**src/rtl/alu_iter.sv**
```systemverilog
// Iterative ALU: single-cycle logic/add/compare, bit-serial shifts, optional
// shift-add multiply (enabled by defining ALU_ITER_MUL_EN).
module alu_iter #(
  parameter int unsigned WIDTH = 8
) (
  input  logic             Clk,
  input  logic             Rst_n,
  input  logic [WIDTH-1:0] A,
  input  logic [WIDTH-1:0] B,
  input  logic [3:0]       Op,
  input  logic             InValid,
  output logic             InReady,
  output logic [WIDTH-1:0] Result,
  output logic [4:0]       Flags,
  output logic             OutValid,
  input  logic             OutReady
);

  localparam int unsigned SH = $clog2(WIDTH);
  localparam int unsigned CW = SH + 1;
  localparam logic [CW-1:0] CNT_ONE = CW'(1);

  localparam logic [3:0] OP_ADD  = 4'd0;
  localparam logic [3:0] OP_SHL  = 4'd1;
  localparam logic [3:0] OP_SHR  = 4'd2;
  localparam logic [3:0] OP_AND  = 4'd3;
  localparam logic [3:0] OP_OR   = 4'd4;
  localparam logic [3:0] OP_XOR  = 4'd5;
  localparam logic [3:0] OP_NAND = 4'd6;
  localparam logic [3:0] OP_CMP  = 4'd7;
`ifdef ALU_ITER_MUL_EN
  localparam logic [3:0] OP_MUL  = 4'd8;
`endif

  typedef enum logic [1:0] {
    IDLE  = 2'd0,
    SHIFT = 2'd1,
`ifdef ALU_ITER_MUL_EN
    MUL   = 2'd2,
`endif
    DONE  = 2'd3
  } state_t;

  state_t               r_state;
  state_t               w_state_nxt;
  logic [WIDTH-1:0]     r_result;
  logic [4:0]           r_flags;
  logic [WIDTH-1:0]     r_acc;
  logic [CW-1:0]        r_cnt;
  logic                 r_dir;

  logic                 w_rdy;
  logic                 w_accept;
  logic                 w_is_shift;
  logic                 w_is_mul;
  logic                 w_load_fast;
  logic                 w_load_shift;
  logic                 w_load_mul;
  logic [SH-1:0]        w_amt;

  logic [WIDTH:0]       w_sum;
  logic [WIDTH-1:0]     w_fast_res;
  logic                 w_fast_c;
  logic                 w_fast_v;
  logic                 w_fast_err;
  logic [4:0]           w_fast_flags;

  logic [WIDTH-1:0]     w_sh_next;
  logic                 w_sh_out;

`ifdef ALU_ITER_MUL_EN
  logic [2*WIDTH-1:0]   r_prod;
  logic [WIDTH-1:0]     r_mcand;
  logic [WIDTH:0]       w_madd;
  logic [2*WIDTH-1:0]   w_prod_nxt;
`endif

  assign w_amt      = B[SH-1:0];
  assign w_is_shift = ((Op == OP_SHL) || (Op == OP_SHR)) && (w_amt != '0);
`ifdef ALU_ITER_MUL_EN
  assign w_is_mul   = (Op == OP_MUL);
`else
  assign w_is_mul   = 1'b0;
`endif

  assign InReady  = w_rdy;
  assign OutValid = (r_state == DONE);
  assign Result   = r_result;
  assign Flags    = r_flags;

  always_ff @(posedge Clk or negedge Rst_n) begin
    if (!Rst_n) r_state <= IDLE;
    else        r_state <= w_state_nxt;
  end

  // Readiness is gated by Rst_n so it reads 0 while reset is held,
  // then 1 immediately after release since the state is IDLE.
  always_comb begin
    w_state_nxt  = r_state;
    w_rdy        = 1'b0;
    unique case (r_state)
      IDLE:  w_rdy = 1'b1;
      SHIFT: if (r_cnt == CNT_ONE) w_state_nxt = DONE;
`ifdef ALU_ITER_MUL_EN
      MUL:   if (r_cnt == CNT_ONE) w_state_nxt = DONE;
`endif
      DONE: begin
        w_rdy = OutReady;
        if (OutReady) w_state_nxt = IDLE;
      end
      default: w_state_nxt = IDLE;
    endcase
    w_rdy        = w_rdy & Rst_n;
    w_accept     = InValid & w_rdy;
    w_load_shift = w_accept & w_is_shift;
    w_load_mul   = w_accept & w_is_mul;
    w_load_fast  = w_accept & ~w_is_shift & ~w_is_mul;
    if (w_load_shift) begin
      w_state_nxt = SHIFT;
`ifdef ALU_ITER_MUL_EN
    end else if (w_load_mul) begin
      w_state_nxt = MUL;
`endif
    end else if (w_load_fast) begin
      w_state_nxt = DONE;
    end
  end

  assign w_sum = {1'b0, A} + {1'b0, B};

  always_comb begin
    w_fast_res = '0;
    w_fast_c   = 1'b0;
    w_fast_v   = 1'b0;
    w_fast_err = 1'b0;
    case (Op)
      OP_ADD: begin
        w_fast_res = w_sum[WIDTH-1:0];
        w_fast_c   = w_sum[WIDTH];
        w_fast_v   = (A[WIDTH-1] == B[WIDTH-1]) && (w_sum[WIDTH-1] != A[WIDTH-1]);
      end
      OP_SHL, OP_SHR: w_fast_res = A;
      OP_AND:  w_fast_res = A & B;
      OP_OR:   w_fast_res = A | B;
      OP_XOR:  w_fast_res = A ^ B;
      OP_NAND: w_fast_res = ~(A & B);
      OP_CMP:  w_fast_res = (A >= B) ? '1 : '0;
      default: w_fast_err = 1'b1;
    endcase
    if (w_fast_err) w_fast_flags = 5'b10000;
    else            w_fast_flags = {1'b0, w_fast_v, w_fast_res[WIDTH-1], w_fast_c, ~|w_fast_res};
  end

  assign w_sh_next = r_dir ? {1'b0, r_acc[WIDTH-1:1]} : {r_acc[WIDTH-2:0], 1'b0};
  assign w_sh_out  = r_dir ? r_acc[0] : r_acc[WIDTH-1];

`ifdef ALU_ITER_MUL_EN
  // Upper half accumulates A when the current multiplier bit (held in the
  // low half) is set; the whole product then shifts right one place.
  assign w_madd     = {1'b0, r_prod[2*WIDTH-1:WIDTH]} + (r_prod[0] ? {1'b0, r_mcand} : '0);
  assign w_prod_nxt = {w_madd, r_prod[WIDTH-1:1]};
`endif

  always_ff @(posedge Clk or negedge Rst_n) begin
    if (!Rst_n) begin
      r_result <= '0;
      r_flags  <= '0;
      r_acc    <= '0;
      r_cnt    <= '0;
      r_dir    <= 1'b0;
`ifdef ALU_ITER_MUL_EN
      r_prod   <= '0;
      r_mcand  <= '0;
`endif
    end else begin
      if (w_load_fast) begin
        r_result <= w_fast_res;
        r_flags  <= w_fast_flags;
      end
      if (w_load_shift) begin
        r_acc <= A;
        r_cnt <= CW'(w_amt);
        r_dir <= (Op == OP_SHR);
      end
      if (r_state == SHIFT) begin
        r_acc <= w_sh_next;
        r_cnt <= r_cnt - CNT_ONE;
        if (r_cnt == CNT_ONE) begin
          r_result <= w_sh_next;
          r_flags  <= {2'b00, w_sh_next[WIDTH-1], w_sh_out, ~|w_sh_next};
        end
      end
`ifdef ALU_ITER_MUL_EN
      if (w_load_mul) begin
        r_prod  <= {{WIDTH{1'b0}}, B};
        r_mcand <= A;
        r_cnt   <= CW'(WIDTH);
      end
      if (r_state == MUL) begin
        r_prod <= w_prod_nxt;
        r_cnt  <= r_cnt - CNT_ONE;
        if (r_cnt == CNT_ONE) begin
          r_result <= w_prod_nxt[WIDTH-1:0];
          r_flags  <= {2'b00, w_prod_nxt[WIDTH-1], |w_prod_nxt[2*WIDTH-1:WIDTH],
                       ~|w_prod_nxt[WIDTH-1:0]};
        end
      end
`endif
    end
  end

endmodule

```
**config.mk**
```make
export PLATFORM = sky130hd
export DESIGN_NAME = alu_iter
export DESIGN_NICKNAME = d
export VERILOG_FILES = /design/src/rtl/alu_iter.sv
export SDC_FILE = /design/constraint.sdc
export NUM_CORES = 1
export LEC_CHECK = 0
export ABC_CLOCK_PERIOD_IN_PS = 2300
export BUFFER_PORTS_ARGS = -buffer_cell sky130_fd_sc_hd__clkbuf_2
export CORE_AREA = 5 5 95 75
export CTS_BUF_LIST = sky130_fd_sc_hd__clkbuf_4
export CTS_CLUSTER_SIZE = 40
export DETAILED_ROUTE_END_ITERATION = 6
export DIE_AREA = 0 0 100 80
export GPL_TIMING_DRIVEN = 0
export PLACE_DENSITY = 0.71
export RECOVER_POWER = 50
export SYNTH_ARGS = -nofsm -noshare
export SYNTH_HDL_FRONTEND = slang
export SYNTH_SLANG_ARGS = --single-unit
```
**constraint.sdc**
```tcl
create_clock -name Clk -period 2.3 [get_ports Clk]
set_clock_uncertainty 0.05 [all_clocks]
set_input_delay 0 -clock Clk [delete_from_list [all_inputs] [get_ports Clk]]
set_output_delay 0 -clock Clk [all_outputs]
set_load 0.05 [all_outputs]
```
==> summary.txt, run 1 <==
Outcome
  • Outcome: complete, but fails checks
  • Failing checks: capacitance limit, slew limit

Worst setup path
  • Critical Path End Type: flop
  • WP data required: 2.54 ns
  • Setup slack, reg-to-reg: 0.18 ns
  • R2r startpoint: r_state[0]
  • Critical-path top delay cell: nor4_1
  • Max FO, Critical Path: 6
  • R2R depth: 8
  • Critical path type: in -> reg
  • Slowest stage delay, CP: 0.47 ns
  • Crit path max-delay family: compound AO/OA/AOI/OAI gates
  • Worst endpoint data arrival time: 2.41 ns
  • Worst path bufs/invs: 2
  • Most common cell type on the critical path: a21oi_1
  • CP Cell Sequence: clkbuf_2, inv_1, ha_1, nor4_1, o21ai_1, a21oi_1, o311a_1, a211oi_1, or3_1, a21oi_1
  • Critical Path Source Type: primary input
  • FF-to-FF End: Flags[1]

CTS
  • Bufs on Longest Clock Path: 2
  • Clock sink count: 28
  • Worst-skew pair later-pin latency: 0.34 ns
  • Clock slew at reported path FFs: 0.17 ns
  • Postcts setup bufs: 0
  • Clock root buffer: clkbuf_4
  • Total CTS buffers: 3
  • CTS tree: yes
  • H-tree Lvls: 1

Yosys
  • Post-synthesis cell area: 2670 um2
  • Post-synth ARST share: 100%
  • EDFF count, synth: 0
  • Yosys top cell by area: dfrtp_1
  • Yosys cell types: 51
  • Area contributors post-synth: dfrtp_1 (26%), ha_1 (14%), mux2i_1 (7.5%)
  • Primary FF master, synth: dfrtp_1
  • Post-synthesis sequential area ratio: 26.2%
  • Synthesized Nets: 378
  • Top-area cell type share of the netlist area: 26.2%
  • Ys Warns: 0
  • Synthesized netlist cell count: 324
  • Mean post-synth cell area: 8.25 um2
  • Synth cell count leaders: ha_1 (29), inv_1 (29), dfrtp_1 (28), a21oi_1 (26), nor2_1 (26)
  • Synth Register Bits: 28

Routing
  • Vias: 2662
  • Drt pass-1 iters: 6
  • Final WL: 7.54 mm
  • Drc violations: 0
  • Wire length per cell: 16.6 um
  • Post-DR vias/cell: 5.85
  • Starting DRT DRC Count: 292
  • Post-route ant nets: 0

Placement
  • IO buf count: 38
  • Post-DP Area: 3020 um2
  • Final Wtd Congestion: 0.930
  • DP HPWL: 5.96 mm

Cells and area
  • Antenna cell count: 0
  • Nets: 429
  • Layout cells sized above 1: 14.2%
  • Area delta synth->final: 17.4%
  • Final instance area: 3140 um2
  • Post-layout util: 51.4%

GRT
  • Largest net degree at the start of global routing: 29
  • GR peak layer: met2
  • Initial antenna violation count: 0
  • GR Util met3: 4.28%
  • Number of global-route vias before repair: 2397
  • GR Overflow Total: 0
  • Routing usage on met2: 29.2%
  • First-pass GRT wire length: 12.2 mm
  • Global routing usage on met1: 28.4%
  • Overall routing resource usage: 19.0%

STA
  • RSZ-0062 raised after global routing: no
  • Slew margin rel.: -5.05%
  • Slew Limit Fails: 29
  • Period Utilization, post-route: 94.2%
  • Final setup vio count: 0
  • Final Critical Period: 2.17 ns
  • Achievable Freq: 462 MHz
  • Slew @ Worst Pin: 1.58 ns
  • Final hold vios: 0

Power and ir drop
  • Power per cell area: 909 nW/um2
  • Peak VDD IR: 0.000471 V
  • Pleak: 1.42 nW

Min path
  • Worst hold-check path type: in -> reg
  • Worst hold start: A[6]
  • Worst hold stages: 3
  • Hold Crit Endpoint: r_acc[6]

Die
  • DIE WIDTH: 100 um
  • # rows: 25
  • Die H: 80 um
  • Die area: 8000 um2
  • Initial cell density of the core: 43.8%
  • Core box area: 6100 um2
  • Top Ports: 39

Flow run
  • Max Cap Viol: 1
[report_power, final]
group	switching [mW]	internal, mW
Combinational	1.08	0.547
Clock	0.155	0.176
Sequential	0.188	0.710
[worst register-to-register path: cells and delay by family, from the launching register on]
kind	cells	cell delay (ns)
AO/OA/AOI/OAI	3	0.59
adder cells (fa/ha/maj)	1	0.25
buffers and inverters	2	0.30
flip-flops	1	0.45
AND/OR/NAND/NOR	2	0.43
[per-stage QoR]
step,total power [mW],cells,hold WS [ns],setup WS [ns],TNS (ns)
6_report,2.85,455,0.00320,0.134,0
5_1_grt,3.05,455,0.0348,0.0301,0
4_1_cts,2.86,455,0.00498,0.163,0
3_3_place_gp,2.47,443,0.0405,-0.0865,-0.166
3_5_place_dp,2.52,443,0.0440,-0.153,-0.305
2_1_floorplan,2.10,324,-0.346,-0.0448,-0.0978
[worst max-delay path by stage]
stage | slack (ns) | to | start | depth (start not counted)
4_1_cts | 0.16 | Flags[1] | r_state[0] | 8
3_5_place_dp | -0.15 | Result[7] | A[7] | 10
5_1_grt | 0.03 | Flags[2] | A[7] | 10
6_report | 0.13 | Flags[2] | A[7] | 10
2_1_floorplan | -0.04 | r_cnt[3] | r_state[0] | 9
3_3_place_gp | -0.09 | Result[7] | A[7] | 10
[placed cells by master, fill, tap and decap left out, drive strengths merged, types with 3 or more instances in the layout]
cell,Yosys,layout
nand3,9,9
clkbuf,6,48
dlygate4sd3,0,7
nor2,26,26
nand2b,4,4
o311a,3,3
o21ai,21,21
o221ai,4,4
a21oi,26,26
a21o,3,3
nor4,6,6
o31ai,4,4
inv,29,29
nor3,7,7
nor2b,7,7
ha,29,29
mux2i,20,20
nand2,23,23
a22o,4,4
xnor2,4,4
a211oi,11,11
o21bai,3,3
buf,9,9
o22ai,5,5
dfrtp,28,28
[per-layer routing]
metal	routed length (um)	up-vias
li1	-	1282
met1	3710	1270
met2	3220	105
met3	559	5
met4	50	0
met5	0	-
[cells by family (layout without fill, tap and decap cells)]
kind of cell	Yosys count	after routing	synth area share, %
AO/OA/AOI/OAI	100	100	24.6
AND/OR/NAND/NOR	96	96	18.3
multiplexers	20	20	7.49
XOR/XNOR	6	6	1.97
flip-flops	28	28	26.2
adder cells (fa/ha/maj)	30	30	14.3
buffers and inverters	44	94	7.16
[repair_timing]
| item | 4_1_cts | 5_1_grt |
|---|---|---|
| endpoints found under the setup margin | 0 | 1 |
| resized for setup | 0 | 1 |
| endpoints found under the hold margin | 35 | 0 |
| hold buffers | 8 | 0 |
[area by class of cell]
type | instances | area (um2)
Sequential cell | 28 | 701
Clock buffer | 3 | 22.5
Multi-Input combinational cell | 252 | 1840
Clock inverter | 1 | 30.0
Fill cell | 600 | 2960
Buffer | 15 | 82.6
Timing Repair Buffer | 46 | 254
Tap cell | 81 | 101
Inverter | 29 | 109
[registers in the layout, indices dropped and copies added (netlist names)]
signal and cells:
r_cnt 4, r_acc 8, r_dir 1, r_state 2, Flags 5, Result 8
No activity file was read; power rests on OpenSTA's default activity.
==> run 2, diff against run 1 <==
ABC_CLOCK_PERIOD_IN_PS = 2620   (was 2300)
clock period = 2.62 ns   (was 2.3 ns; I/O delays follow)
==> run 2 against run 1 <==
The flow now finishes without violations. Highest routed layer unchanged. Final cell count down 1.1%. Largest cell class unchanged. Worst setup slack worse by 0.032 ns. Die area unchanged. Clock power down 47%.
==> summary.txt, run 2 (synthesis results as in run 1) <==
Outcome
  • Outcome: completed

Die
  • Core box area: 6100 um2 (unchanged)
  • Initial cell density of the core: 43.8% (unchanged)
  • Die area: 8000 um2 (unchanged)
  • Die H: 80 um (unchanged)
  • Top Ports: 39 (unchanged)
  • # rows: 25 (unchanged)
  • DIE WIDTH: 100 um (unchanged)

Worst setup path
  • Critical path type: in -> reg
  • R2R depth: 9 (+1)
  • WP data required: 2.83 ns (+0.29 ns)
  • FF-to-FF End: r_cnt[3]
  • Critical path launch point: A[4]
  • Setup slack, reg-to-reg: 0.27 ns (+0.09 ns)
  • Max FO, Critical Path: 7 (+1)
  • Worst endpoint data arrival time: 2.73 ns (+0.32 ns)
  • Setup crit end: Flags[2]
  • Critical Path Source Type: primary input
  • R2r startpoint: r_state[0]
  • Critical Path End Type: flop

CTS
  • CTS tree: yes
  • Clock slew at reported path FFs: 0.14 ns (-0.03 ns)
  • Total CTS buffers: 3 (unchanged)
  • H-tree Lvls: 1 (unchanged)
  • Bufs on Longest Clock Path: 2 (unchanged)
  • Clock root buffer: clkbuf_4
  • Worst-skew pair later-pin latency: 0.32 ns (-0.02 ns)
  • Clock sink count: 28 (unchanged)

Cells and area
  • Commonest cells after routing, fill and taps aside: clkbuf_2 (30), inv_1 (29), dfrtp_1 (28), ha_1 (28)
  • Layout cells sized above 1: 13.8% (-0.35 points)
  • Most common cell after layout, fill and taps aside: clkbuf_2
  • Nets: 425 (-0.93%)
  • Antenna cell count: 0 (unchanged)
  • Area delta synth->final: 14.1%

Placement
  • Post-Place Worst Slack: 0.136 ns (+0.289 ns)
  • DP HPWL: 5.96 mm (about the same)
  • IO buf count: 38 (unchanged)
  • Final Wtd Congestion: 0.905 (-2.6%)

STA
  • Slew Limit Fails: 0 (-100%)
  • Slew margin rel.: 54.8% (+60 points)
  • Final hold vios: 0 (unchanged)
  • Post-route setup TNS: 0 ns (unchanged)
  • Final setup vio count: 0 (unchanged)
  • Achievable Freq: 397 MHz
  • RSZ-0062 raised after global routing: no
  • Worst Hold Margin: 0.0136 ns (+0.0104 ns)
  • Period Utilization, post-route: 96.1%
  • Slack of the critical path: 0.102 ns (-0.0321 ns)
  • Slew @ Worst Pin: 0.678 ns (-0.897 ns)
  • Final Critical Period: 2.52 ns

Routing
  • Drc violations: 0 (unchanged)
  • Starting DRT DRC Count: 182 (-38%)
  • Vias: 2624 (-1.4%)
  • Final WL: 7.53 mm (-0.12%)
  • Wire length per cell: 16.7 um (+0.99%)
  • Post-route ant nets: 0 (unchanged)
  • Post-DR vias/cell: 5.83 (-0.33%)
  • Drt pass-1 iters: 5 (-1)

Power and ir drop
  • Peak VDD IR: 0.000365 V (-23%)
  • Overall power: 2.34 mW (-18%)
  • Power per cell area: 766 nW/um2 (-16%)
  • Pleak: 1.39 nW (-2.1%)

GRT
  • Largest net degree at the start of global routing: 30 (+3.4%)
  • Number of global-route vias before repair: 2377 (-0.83%)
  • Overall routing resource usage: 18.8% (-0.26 points)
  • Initial antenna violation count: 0 (unchanged)
  • GR Overflow Total: 0 (unchanged)
  • First-pass GRT wire length: 12.0 mm (-1.6%)

Min path
  • Worst hold-check path type: in -> reg

Flow run
  • Max Cap Viol: 0 (-1)
-- run 2: what timing repair did --
action	4_1_cts	5_1_grt
setup endpoints to repair	0	7
endpoints found under the hold margin	32	0
resized for setup	0	4
hold buffers	4	0
buffers inserted	0	0
-- run 2: final cells by class --
cell class | count | area, um2
flip-flops and latches | 28 | 701
fillers | 627 | 3050
multi-input cells | 252 | 1810
plain buffers | 15 | 82.6
clock buffers | 3 | 22.5
inverters | 29 | 109
well taps | 81 | 101
repair buffers | 42 | 221
-- run 2: worst min-delay path by stage --
stage	end	cells after the start	start	slack, ns
2_1_floorplan	Flags[0]	0	Rst_n	-0.35
3_3_place_gp	Flags[4]	1	Rst_n	0.04
3_5_place_dp	Flags[2]	1	Rst_n	0.04
4_1_cts	r_cnt[2]	3	B[2]	0.02
5_1_grt	r_cnt[0]	3	B[0]	0.02
6_report	r_cnt[2]	3	B[2]	0.01
-- run 2: metrics by stage --
step	std cells	instance area, um2	util (%)
after global placement	443	2980	48.9
after floorplan	324	2690	-
after CTS	450	3050	49.9
after global routing	450	3050	50.0
final	450	3050	50.0
after detailed placement	443	2980	48.9
-- run 2: per-layer routing --
| layer | vias to the layer above | GRT usage, % | part of all wire, % |
|---|---|---|---|
| met1 | 1271 | 28.3 | 51 |
| met4 | 0 | 1.35 | 0.24 |
| met3 | 4 | 4.28 | 6.1 |
| met5 | - | 0 | 0 |
| met2 | 83 | 28.3 | 43 |
| li1 | 1266 | - | - |
-- run 2: power by group --
part	leakage, nW	total [mW]	switching [mW]	internal (mW)
combinational	1.04	1.37	0.920	0.450
sequential	0.333	0.789	0.166	0.623
clock	0.0138	0.177	0.123	0.0540
total	1.39	2.34	1.21	1.13
-- run 2: worst max-delay path, stage by stage --
cell           delay, ns
dlygate4sd3_1       0.53
clkbuf_2            0.17
inv_1               0.06
ha_1                0.40
nor4_2              0.35
o21ai_1             0.14
a21oi_2             0.20
o311a_1             0.27
a211oi_1            0.09
or3_1               0.36
a21oi_1             0.15
